$ cat src/rtl/vid_chk_fifo.sv
// rtl/vid_chk_fifo.sv - first-word-fall-through FIFO holding expected pixels
module vid_chk_fifo #(
    parameter int DEPTH = 16,
    parameter int W     = 24
) (
    input  logic         clk,
    input  logic         rst,
    input  logic         flush,
    input  logic         push,
    input  logic         pop,
    input  logic [W-1:0] din,
    output logic [W-1:0] dout,
    output logic         full,
    output logic         empty
);

    localparam int AW   = $clog2(DEPTH);
    localparam int CNTW = AW + 1;
    localparam logic [CNTW-1:0] FULL_CNT = CNTW'(DEPTH);

    logic [W-1:0]    mem [DEPTH];
    logic [AW-1:0]   wr_ptr;
    logic [AW-1:0]   rd_ptr;
    logic [CNTW-1:0] count;
    logic            do_push;
    logic            do_pop;

    assign full    = (count == FULL_CNT);
    assign empty   = (count == '0);
    assign dout    = mem[rd_ptr];
    assign do_pop  = pop & ~empty;
    // A full FIFO still accepts a write when the head leaves in the same cycle.
    assign do_push = push & (~full | do_pop);

    always_ff @(posedge clk) begin
        if (do_push && !flush) begin
            mem[wr_ptr] <= din;
        end
    end

    always_ff @(posedge clk or negedge rst) begin
        if (!rst) begin
            wr_ptr <= '0;
            rd_ptr <= '0;
            count  <= '0;
        end else if (flush) begin
            wr_ptr <= '0;
            rd_ptr <= '0;
            count  <= '0;
        end else begin
            if (do_push) wr_ptr <= wr_ptr + 1'b1;
            if (do_pop)  rd_ptr <= rd_ptr + 1'b1;
            case ({do_push, do_pop})
                2'b10:   count <= count + 1'b1;
                2'b01:   count <= count - 1'b1;
                default: count <= count;
            endcase
        end
    end

endmodule

$ cat config.mk
export PLATFORM = sky130hd
export DESIGN_NAME = vid_chk_fifo
export DESIGN_NICKNAME = d
export VERILOG_FILES = /design/src/rtl/vid_chk_fifo.sv
export SDC_FILE = /design/constraint.sdc
export NUM_CORES = 1
export LEC_CHECK = 0
export CAP_MARGIN = 20
export CORE_MARGIN = 2
export CORE_UTILIZATION = 60
export DETAILED_ROUTE_END_ITERATION = 12
export PLACE_DENSITY = 0.78
export SYNTH_ARGS = -nofsm -noshare
export SYNTH_HDL_FRONTEND = slang
export SYNTH_SLANG_ARGS = --single-unit
$ cat constraint.sdc
create_clock -name clk -period 5.4 [get_ports clk]
set_clock_uncertainty 0.1 [all_clocks]
set_input_delay 1.08 -clock clk [delete_from_list [all_inputs] [get_ports clk]]
set_output_delay 1.08 -clock clk [all_outputs]
set_load 0.01 [all_outputs]
==> metrics.csv <==
stage;metric;value;unit
floorplan;initial_utilization;0.610;
global_routing;grt_usage;0.251;
clocking;clk_pin_slew_worst_paths;60;ps
floorplan;die_x;164;um
clocking;insertion_delay;530;ps
clocking;root_buffer;clkbuf_16;
global_routing;globalRoute.totalOverflow;0;
final_layout;areaGrowthSynthToFinish;14.5;%
power;p_clk_frac;0.350;
routing;drc_errors;0;
timing;period_needed;4600;ps
final_layout;fillers;1470;
floorplan;rows;58;
yosys;syn_inst;645;
timing;fmax;218;MHz
critical_path;startpoint_type;register;
routing;drtPass1Iterations;5;
placed_design;port_buffers;54;
placed_design;dpl.hpwl;15800;um
yosys;ys_dominant_reg_cell;edfxtp_1;
routing;viasPerCell;6.45;
routing;drtIter0Drc;737;
power;powerDensity;409;nW/um2
global_routing;grt_pass1_wl;47400;um
yosys;synth_warnings;0;
yosys;synth_top_cell_area_share;0.753;
final_layout;final_cell_count_no_fill;1093;
timing;min_period_over_period;0.851;
clocking;cts_resized;0;
final_layout;drive_gt1_frac;0.287;
timing;max_slew_margin;0.399;
yosys;synth.largest_area_cell;edfxtp_1;
clocking;cts.sinks;397;
yosys;yosysSeqAreaShare;0.774;
clocking;cts_buffers;39;
yosys;synth_edf_count;384;
yosys;yosysUniqueCellTypes;33;
final_layout;mostFrequentLayoutCell;edfxtp_1;
placed_design;dp_cells;1021;
power;switching_share;0.235;
routing;wl_per_cell;29.2;um
timing;hold_ws;505;ps
power;pwr-share-comb;0.156;
clocking;postCtsSetupBuffers;0;
timing;setup_viol_count_final;0;
final_layout;layout_common_cells;edfxtp_1, mux4_2, clkdlybuf4s50_1, clkbuf_16, buf_4;
run;cap_violations;0;
routing;vias;7045;
critical_path;criticalPathCategory;reg2out;
power;ir_drop;0.000374;V
yosys;synth.avg_cell_area;23.8;um2
timing;hold_viol_final;0;
yosys;postSynth.asyncResetShare;0.0327;
yosys;synth_nets;683;
timing;tns;0;ps
critical_path;critical_path_required;4220;ps
power;p_switching;1680;uW
power;p_int;5490;uW
placed_design;gp_congestion;0.795;
status;status;finished clean;
critical_path;arrival;3420;ps
clocking;ctsHtreeMaxLevel;2;
hold_path;holdPathStages;2;
timing;worst_pin_slew;902;ps
routing;postRouteAntennaNets;0;
floorplan;io-pin-count;55;
clocking;cts_buffer_depth;3;
final_layout;final_nets;771;
floorplan;die_h;164;um
power;p_leak;0.00540;uW
global_routing;grt_max_degree;60;
global_routing;antenna_found_initial;1;
routing;routed_wirelength;31900;um
timing;slew_viol_final;0;
clocking;cts_tree;built;
yosys;ys_ff_latch;397;
yosys;synthesis.area;15300;um2
power;seq_power_share;0.494;
floorplan;core_area;25100;um2
timing;grt_setup_unrepaired;false;
global_routing;grt_pass1_vias;7568;
clocking;postCtsHoldBufs;0;
critical_path;critPathCaptureType;output pin;
yosys;ys_top_cells_by_area;edfxtp_1, mux4_2, dfrtp_1, nor2_1, ha_1;
hold_path;min_path_type;reg2reg;
floorplan;dieArea;26800;um2
critical_path;cp_max_fo;40;
critical_path;worstRegToRegCells;9;
per-layer routing:
metal,part of all wire,track usage,vias up
li1,-,-,2906
met1,0.37,0.336,3693
met2,0.52,0.421,360
met3,0.077,0.0434,86
met4,0.035,0.0997,0
met5,0,0,-
through the flow:
stage                     utilization  setup WS (ps)  power, uW  cell area (um2)
after floorplan                     -           2200       4360            15300
after global placement          0.651           1340       4680            16300
after detailed placement        0.651           1290       4720            16300
after CTS                       0.698            692       7230            17500
after global routing            0.699            615       7410            17500
final                           0.699            805       7180            17500
critical path, stage by stage, from the launching register on:
cell             delay [ps]
dfrtp_4                 940
buf_4                   360
mux4_2                  570
mux4_2                  500
clkdlybuf4s50_1         490
layout make-up:
cell class                 instances  area, um2  area share
sequential                       397      11900       0.676
multi-input combinational        209       3300       0.188
clock buffer                      50       1040      0.0592
timing repair buffer              78        758      0.0432
tap                              330        413      0.0235
clock inverter                    20        136     0.00777
inverter                           8       30.0     0.00171
antenna                            1       2.50    0.000143
path summary, 6_finish.rpt:
kind                            from         to  slack, ps
min in group asynchronous        rst  wr_ptr[1]        850
max reg2reg                 count[4]   count[4]       2660
max                        rd_ptr[0]    dout[7]        800
min                         count[2]   count[2]        500
max in group asynchronous        rst  rd_ptr[1]       3870
min reg2reg                 count[2]   count[2]        500
synthesized netlist by cell type (2+ instances only):
library cell  instances
o21ai_0               2
buf_2                14
ha_1                  8
nor2_1               34
mux4_2              120
inv_1                 8
nand2b_1              2
nand2_1               8
a21oi_1               6
buf_8                 3
edfxtp_1            384
dfrtp_1              13
a21o_1                2
xor2_1                3
or3_1                 3
mux2i_1               3
xnor2_1               5
clkbuf_1             12
cell families (layout without fill, tap and decap cells):
logic type | count (synthesis) | after routing | synth area share
DFF | 397 | 397 | 0.774
muxes | 124 | 124 | 0.179
and+or+nand+nor | 53 | 53 | 0.0151
buffers and inverters | 39 | 156 | 0.0134
AOI/OAI and AO/OA | 15 | 15 | 0.00612
adders and majority gates | 9 | 9 | 0.00784
xor gates and xnor gates | 8 | 8 | 0.00457
other | 0 | 1 | 0
state kept, by name, summed over array words and instances (netlist names):
register / cells
wr_ptr: 4
rd_ptr: 4
count: 5
mem: 384
power by group through the flow:
stage	Clock [uW]	Combinational, uW	Sequential (uW)
2_1_floorplan	0	842	3520
3_3_place_gp	0	1070	3610
3_5_place_dp	0	1110	3610
4_1_cts	2550	1130	3550
5_1_grt	2660	1200	3560
6_report	2510	1120	3540
(Power assumes the default switching activity.)
